**src/rtl/imem_loader_pkg.sv**
```systemverilog
// Shared constants and state encoding for the instruction-memory loader.
package imem_loader_pkg;

    localparam logic [7:0] SYNC_BYTE = 8'hA5;

    typedef enum logic [2:0] {
        IDLE,
        LEN_LO,
        LEN_HI,
        DATA,
        WR,
        CSUM,
        DONE,
        ERR
    } state_t;

endpackage

```
**src/rtl/imem_loader_word_packer.sv**
```systemverilog
// Packs stream bytes into little-endian words and keeps a running XOR.
module word_packer (
    input  logic        clk,
    input  logic        reset,
    input  logic        clear,
    input  logic        shift,
    input  logic [7:0]  data,
    output logic [31:0] word,
    output logic [7:0]  csum,
    output logic        word_full
);

    logic [1:0] count;

    always_ff @(posedge clk or posedge reset) begin
        if (reset) begin
            count <= 2'd0;
            word  <= 32'd0;
            csum  <= 8'd0;
        end else if (clear) begin
            count <= 2'd0;
            word  <= 32'd0;
            csum  <= 8'd0;
        end else if (shift) begin
            count <= count + 2'd1;
            word  <= {data, word[31:8]};
            csum  <= csum ^ data;
        end
    end

    // High while the next shifted byte completes the word.
    assign word_full = (count == 2'd3);

endmodule

```
**src/rtl/imem_loader.sv**
```systemverilog
// Framed byte-stream loader that fills instruction memory and gates the core.
module imem_loader
    import imem_loader_pkg::*;
#(
    parameter int DEPTH_WORDS = 64,
    parameter int ADDR_W      = 6
) (
    input  logic              clk,
    input  logic              reset,
    input  logic              in_valid,
    output logic              in_ready,
    input  logic [7:0]        in_data,
    output logic              imem_we,
    output logic [ADDR_W-1:0] imem_waddr,
    output logic [31:0]       imem_wdata,
    output logic              cpu_hold,
    output logic              done,
    output logic              error
);

    localparam logic [15:0] DEPTH_N = 16'(DEPTH_WORDS);

    state_t state;
    state_t state_next;

    logic [15:0]       len;
    logic [ADDR_W-1:0] addr;
    logic [15:0]       n_words;
    logic              accept;
    logic              bad_len;
    logic              last_word;
    logic              shift;
    logic              clear;
    logic              word_full;
    logic [7:0]        csum;

    assign accept    = in_valid && in_ready;
    assign n_words   = {in_data, len[7:0]};
    assign bad_len   = (n_words == 16'd0) || (n_words > DEPTH_N);
    assign last_word = (16'(addr) == len - 16'd1);
    assign shift     = accept && (state == DATA);
    assign clear     = accept && (state == LEN_HI);

    word_packer u_packer (
        .clk       (clk),
        .reset     (reset),
        .clear     (clear),
        .shift     (shift),
        .data      (in_data),
        .word      (imem_wdata),
        .csum      (csum),
        .word_full (word_full)
    );

    always_ff @(posedge clk or posedge reset) begin
        if (reset) begin
            state <= IDLE;
            len   <= 16'd0;
            addr  <= '0;
        end else begin
            state <= state_next;
            if (accept && state == LEN_LO) begin
                len[7:0] <= in_data;
            end
            if (accept && state == LEN_HI) begin
                len[15:8] <= in_data;
                addr      <= '0;
            end
            if (state == WR) begin
                addr <= addr + 1'b1;
            end
        end
    end

    always_comb begin
        state_next = state;
        unique case (state)
            IDLE, DONE, ERR: begin
                if (accept && in_data == SYNC_BYTE) state_next = LEN_LO;
            end
            LEN_LO: begin
                if (accept) state_next = LEN_HI;
            end
            LEN_HI: begin
                if (accept) state_next = bad_len ? ERR : DATA;
            end
            DATA: begin
                if (accept && word_full) state_next = WR;
            end
            WR: begin
                state_next = last_word ? CSUM : DATA;
            end
            CSUM: begin
                if (accept) state_next = (in_data == csum) ? DONE : ERR;
            end
            default: state_next = IDLE;
        endcase
    end

    assign in_ready   = (state != WR);
    assign imem_we    = (state == WR);
    assign imem_waddr = addr;
    assign cpu_hold   = (state != DONE);
    assign done       = (state == DONE);
    assign error      = (state == ERR);

endmodule

```
**config.mk**
```make
export PLATFORM = sky130hd
export DESIGN_NAME = imem_loader
export DESIGN_NICKNAME = d
export VERILOG_FILES = /design/src/rtl/imem_loader_pkg.sv /design/src/rtl/imem_loader_word_packer.sv /design/src/rtl/imem_loader.sv
export SDC_FILE = /design/constraint.sdc
export NUM_CORES = 1
export LEC_CHECK = 0
export ABC_AREA = 1
export CAP_MARGIN = 25
export CELL_PAD_IN_SITES_DETAIL_PLACEMENT = 1
export CELL_PAD_IN_SITES_GLOBAL_PLACEMENT = 1
export CORE_UTILIZATION = 43
export DETAILED_ROUTE_END_ITERATION = 7
export HOLD_SLACK_MARGIN = 0.06
export PLACE_DENSITY_LB_ADDON = 0.1
export SETUP_SLACK_MARGIN = 0.5
export SLEW_MARGIN = 30
export SYNTH_ARGS = -nofsm -noshare
export SYNTH_HDL_FRONTEND = slang
export SYNTH_SLANG_ARGS = --single-unit
export TNS_END_PERCENT = 10
```
**constraint.sdc**
```tcl
create_clock -name clk -period 4.95 [get_ports clk]
set_input_delay 0.495 -clock clk [delete_from_list [all_inputs] [get_ports clk]]
set_output_delay 0.495 -clock clk [all_outputs]
set_load 0.03 [all_outputs]
```
# Word level (Yosys, flattened, before mapping)
# Index checks and enable logic that the tools add are counted.
totals:
  reg_bits: 67
  latch_bits: 0
  rom_bits: 0
  inputBits: 11
  wordCells: 60
  mem_count: 0
  out_inout_bits: 43
  ram_bits: 0
classes:
  muxes: 17
  bitwise: 1
  n_mul: 0
  div: 0
  add_sub_neg: 3
  shifts: 0
  eq_ne: 18
  reduce_logical: 13
  order_cmp: 1
op_table:
  columns: ["operator", "count"]
  rows:
  - ["32-bit two-way mux", 2]
  - ["3-bit two-way mux", 7]
  - ["3-bit one-hot mux with 6 select lines", 1]
  - ["6-bit by 16-bit == test with 1-bit output", 1]
  - ["16-bit by 7-bit greater-than comparator with 1-bit output (second input constant)", 1]
  - ["16-bit zero test", 1]
  - ["8-bit two-way mux", 2]
  - ["16-bit by 1-bit subtractor with 16-bit output (second input constant)", 1]
  - ["3-bit == test (second input constant)", 4]
  - ["6-bit two-way mux", 2]
  - ["8-bit == test", 1]
  - ["8-bit == test (second input constant)", 1]
  - ["2-bit inequality test (second input constant)", 4]
  - ["8-bit XOR", 1]
  - ["6-bit by 1-bit adder with 6-bit output (second input constant)", 1]
  - ["3-bit by 2-bit == test with 1-bit output (second input constant)", 2]
  - ["1-bit logical AND", 6]
  - ["3-bit inequality test (second input constant)", 2]
  - ["5-bit AND reduction", 1]
  - ["2-bit two-way mux", 2]
  - ["2-bit nonzero test", 2]
  - ["3-bit by 1-bit == test with 1-bit output (second input constant)", 1]
  - ["3-bit zero test", 1]
  - ["3-bit OR reduction", 1]
  - ["other kinds (5)", 5]

# Longest topological paths before layout
logic_depth:
  word_depth: 5
  mapped_depth: 15
  ltp_nobuf: 15

# Hierarchy
# Synthesis repeated with hierarchy kept, for this count alone.
hier_totals:
  hier_cells: 474
  hier_area_um2: 3554.7
modules_own_cells:
  columns: ["module", "area_per_inst_um2", "seq_area_each_um2", "instances", "cells_each"]
  rows:
  - ["imem_loader", 1816.7, 625.6, 1, 281]
  - ["word_packer", 1737.9, 1051.0, 1, 193]

# Worst setup path after synthesis
# Ideal clock, no wire load.
synth_timing:
  path_type: "reg-to-output"
  start: "register state[0]"
  end: "output cpu_hold"
  required_ns: 4.455
  t_arrival_ns: 1.623
  slack_ns: 2.832
  path_stages_with_launch: 4
  path_cell_list: "dfrtp_1 buf_2 nor3_1 inv_1"
synth_via:
  elab_chain_cells: 1
synth_lines:
  columns: ["item", "line", "text"]
  rows:
  - ["from (decl)", "imem_loader.sv:23", "state_t state;"]
  - ["from (signal assigned)", "imem_loader.sv:61", "state <= state_next;"]
  - ["3-bit inequality test", "imem_loader.sv:103", "assign cpu_hold = (state != DONE);"]
  - ["to (decl)", "imem_loader.sv:16", "output logic cpu_hold,"]
# Every way passes these cells.

# Worst setup path after layout
layout_timing:
  start: "register state[0]"
  end: "output in_ready"
layout_via:
  elab_chain_cells: 1
layout_lines:
  columns: ["item", "line", "text"]
  rows:
  - ["3-bit inequality test", "imem_loader.sv:100", "assign in_ready = (state != WR);"]
  - ["to (decl)", "imem_loader.sv:11", "output logic in_ready,"]
# Every way passes these cells.

==> results.json <==
{
  "cts_sinks": 67,
  "rsz0062_at_grt": "false",
  "yosys_warnings": 0,
  "synth-xor-area-share": 0.0218,
  "yosys.area_share.simple": 0.281,
  "r2r_end": "u_packer.csum[5]",
  "cp_num_buf_inv": 2,
  "top_layer": "met4",
  "synth_edf_count": 0,
  "crit_type": "reg2out",
  "hpwl_um": 7210,
  "seq_area_um2": 1680,
  "fin_crit_sh": 0.547,
  "fmax_ghz": 0.369,
  "combPwrFrac": 0.518,
  "startpoint_type": "register",
  "hp-class": "reg2reg",
  "final_common_cell": "nand2_1",
  "final.fill_count": 1037,
  "critPathMaxFanout": 9,
  "power_leakage_nw": 2.14,
  "syn2layout_area_growth_pct": 22.4,
  "worstMarginPinSlew_ns": 0.877,
  "numCtsBuffers": 9,
  "arrival_ns": 2.21,
  "diodes": 0,
  "die_y_um": 93.8,
  "grt_pass1_wl_um": 16100,
  "syn_area_um2": 3620,
  "p_switching_mw": 1.49,
  "cts_buffer_depth": 2,
  "cap_violations": 0,
  "rr_startpoint": "state[0]",
  "met2_length_um": 4920,
  "portBuffers": 53,
  "dpl_cell_area_um2": 4220,
  "setup_viol": 0,
  "grt_max_degree": 68,
  "synth_ff_type": "dfrtp_1",
  "final_area_um2": 4430,
  "place.gp.congestion": 0.834,
  "cp_data_required_time_ns": 4.45,
  "clkTransAtPathRegs_ns": 0.08,
  "die_area_um2": 8790,
  "pin_count": 54,
  "fin_tns_setup_ns": 0,
  "grt_overflow_total": 0,
  "rr_worst_depth": 8,
  "first_global_vias": 3281,
  "crit_start": "state[0]",
  "synth_cell_type_count": 33,
  "synth_top_family_by_area": "simple AND/OR/NAND/NOR gates",
  "insertion_delay_ns": 0.34,
  "avgSynthCellArea_um2": 7.72,
  "min_to": "u_packer.word[7]",
  "final_cell_mix": "nand2_1 (129), dfrtp_1 (67), inv_1 (55)",
  "slew_violations": 0,
  "ctsHoldBuffers": 0,
  "worstHoldStart": "u_packer.word[7]",
  "power_frac_seq": 0.324,
  "min_delay_path_depth": 2,
  "max-slew-margin-rel": 0.416,
  "cp_slowest_cell": "clkdlybuf4s50_1",
  "cts.repair.resized": 0,
  "critPathTopFamily": "buffers and inverters",
  "drt_iter0_drc": 176,
  "gr-usage-all-layers": 0.241,
  "antenna_found_initial": 0,
  "muxShareOfSynthArea": 0,
  "die_x_um": 93.8,
  "ant_nets": 0,
  "multi_input_area_um2": 1620,
  "synthAdderAreaFrac": 0.0104,
  "synth-compound-area-share": 0.135,
  "powerDensity_nw_per_um2": 707,
  "r2r_slack_ns": 2.55,
  "row_count": 33,
  "cts.htree.levels": 3,
  "ys_async_sr_fraction": 1.00,
  "wl_per_cell_um": 15.7,
  "root_buffer": "clkbuf_8",
  "drc": 0,
  "dr.pass1.iters": 4,
  "cts_tree": "yes",
  "dr_wl_met3_um": 303,
  "wirelength_met1_um": 4580,
  "syn-num-nets": 483,
  "wirelength_um": 9900,
  "fin_worst_skew_ns": 0.0103,
  "drive_gt1_frac": 0.0954,
  "cp_cell_sequence": "nor3_4, inv_1, clkdlybuf4s50_1",
  "via_count": 3290,
  "post_cts_buffers": 0,
  "syn_inst": 469,
  "core-area_um2": 8180,
  "synth_seq_cells": 67,
  "hold_viol_final": 0,
  "p_int_mw": 1.65,
  "viasPerCell": 5.23,
  "status": "complete, no violations",
  "seq_area_frac_synth": 0.463,
  "finalCriticalPeriod_ns": 2.71,
  "cp-end-kind": "output port",
  "start_util": 0.443,
  "swShare": 0.475,
  "finalNetCount": 534,
  "slowest_delay_ns": 0.63,
  "peakVddDrop_mv": 0.378,
  "pwr-share-clk": 0.158
}
## logic make-up (layout without fill, tap and decap cells)
kind of cell / after synthesis / in the layout
fa+ha+maj: 3 / 3
simple gates: 227 / 227
compound gates: 83 / 83
xor+xnor: 9 / 9
flops: 67 / 67
buf+inv: 80 / 135
## registers in the layout, summed over array words and instances, names as in the netlist
| name | flops |
|---|---|
| u_packer.word | 32 |
| len | 16 |
| u_packer.csum | 8 |
| imem_waddr | 6 |
| state | 3 |
| u_packer.count | 2 |
## Yosys cell counts, types with 6 or more instances
cell / n / share of area
clkbuf_1: 7 / 0.0073
nand2_2: 9 / 0.016
nor2_1: 39 / 0.040
dfrtp_1: 67 / 0.46
o21ai_0: 39 / 0.054
inv_2: 9 / 0.0093
inv_1: 56 / 0.058
o31ai_1: 14 / 0.029
nor2_2: 6 / 0.010
nand3_1: 25 / 0.035
a21oi_1: 17 / 0.023
nand2_1: 129 / 0.13
## through the flow
stage	worst slack, ns	power (mW)	utilization	hold WS, ns	std cells
floorplan	2.77	2.11	-	0.468	469
global placement	2.32	2.58	0.516	0.470	614
detailed placement	2.23	2.65	0.516	0.464	614
CTS	2.25	3.17	0.542	0.497	629
global route	2.18	3.38	0.542	0.514	629
finish	2.24	3.14	0.542	0.499	629
## power by group through the flow
stage | Combinational (mW) | Clock (mW) | Sequential, mW
4_1_cts | 1.64 | 0.505 | 1.02
5_1_grt | 1.80 | 0.530 | 1.05
2_1_floorplan | 0.915 | 0 | 1.19
6_report | 1.62 | 0.495 | 1.02
3_3_place_gp | 1.57 | 0 | 1.01
3_5_place_dp | 1.63 | 0 | 1.02
## final cells by class
| cell class | count | share of cell area |
|---|---|---|
| Inverter | 66 | 0.0559 |
| Clock inverter | 6 | 0.0206 |
| Tap cell | 105 | 0.0296 |
| Clock buffer | 9 | 0.0280 |
| Multi-Input combinational cell | 322 | 0.366 |
| Timing Repair Buffer | 54 | 0.121 |
| Sequential cell | 67 | 0.378 |
## tightest hold or removal path, stage by stage, from the launching register on
cell and delay (ns):
dfrtp_1 0.35, nand2_1 0.06, o31ai_1 0.06
## how the worst max path moves through the flow
| stage | end | slack [ns] | cells past startpoint |
|---|---|---|---|
| 3_5_place_dp | u_packer.csum[5] | 2.23 | 6 |
| 2_1_floorplan | imem_waddr[0] | 2.77 | 1 |
| 3_3_place_gp | u_packer.word[8] | 2.32 | 6 |
| 5_1_grt | in_ready | 2.18 | 3 |
| 6_report | in_ready | 2.24 | 3 |
| 4_1_cts | in_ready | 2.25 | 3 |
## routing by layer
layer | up-vias | GRT usage
li1 | 1604 | -
met1 | 1624 | 0.309
met2 | 54 | 0.416
met3 | 8 | 0.0469
met4 | 0 | 0.0564
met5 | - | 0
(Power assumes the default switching activity.)
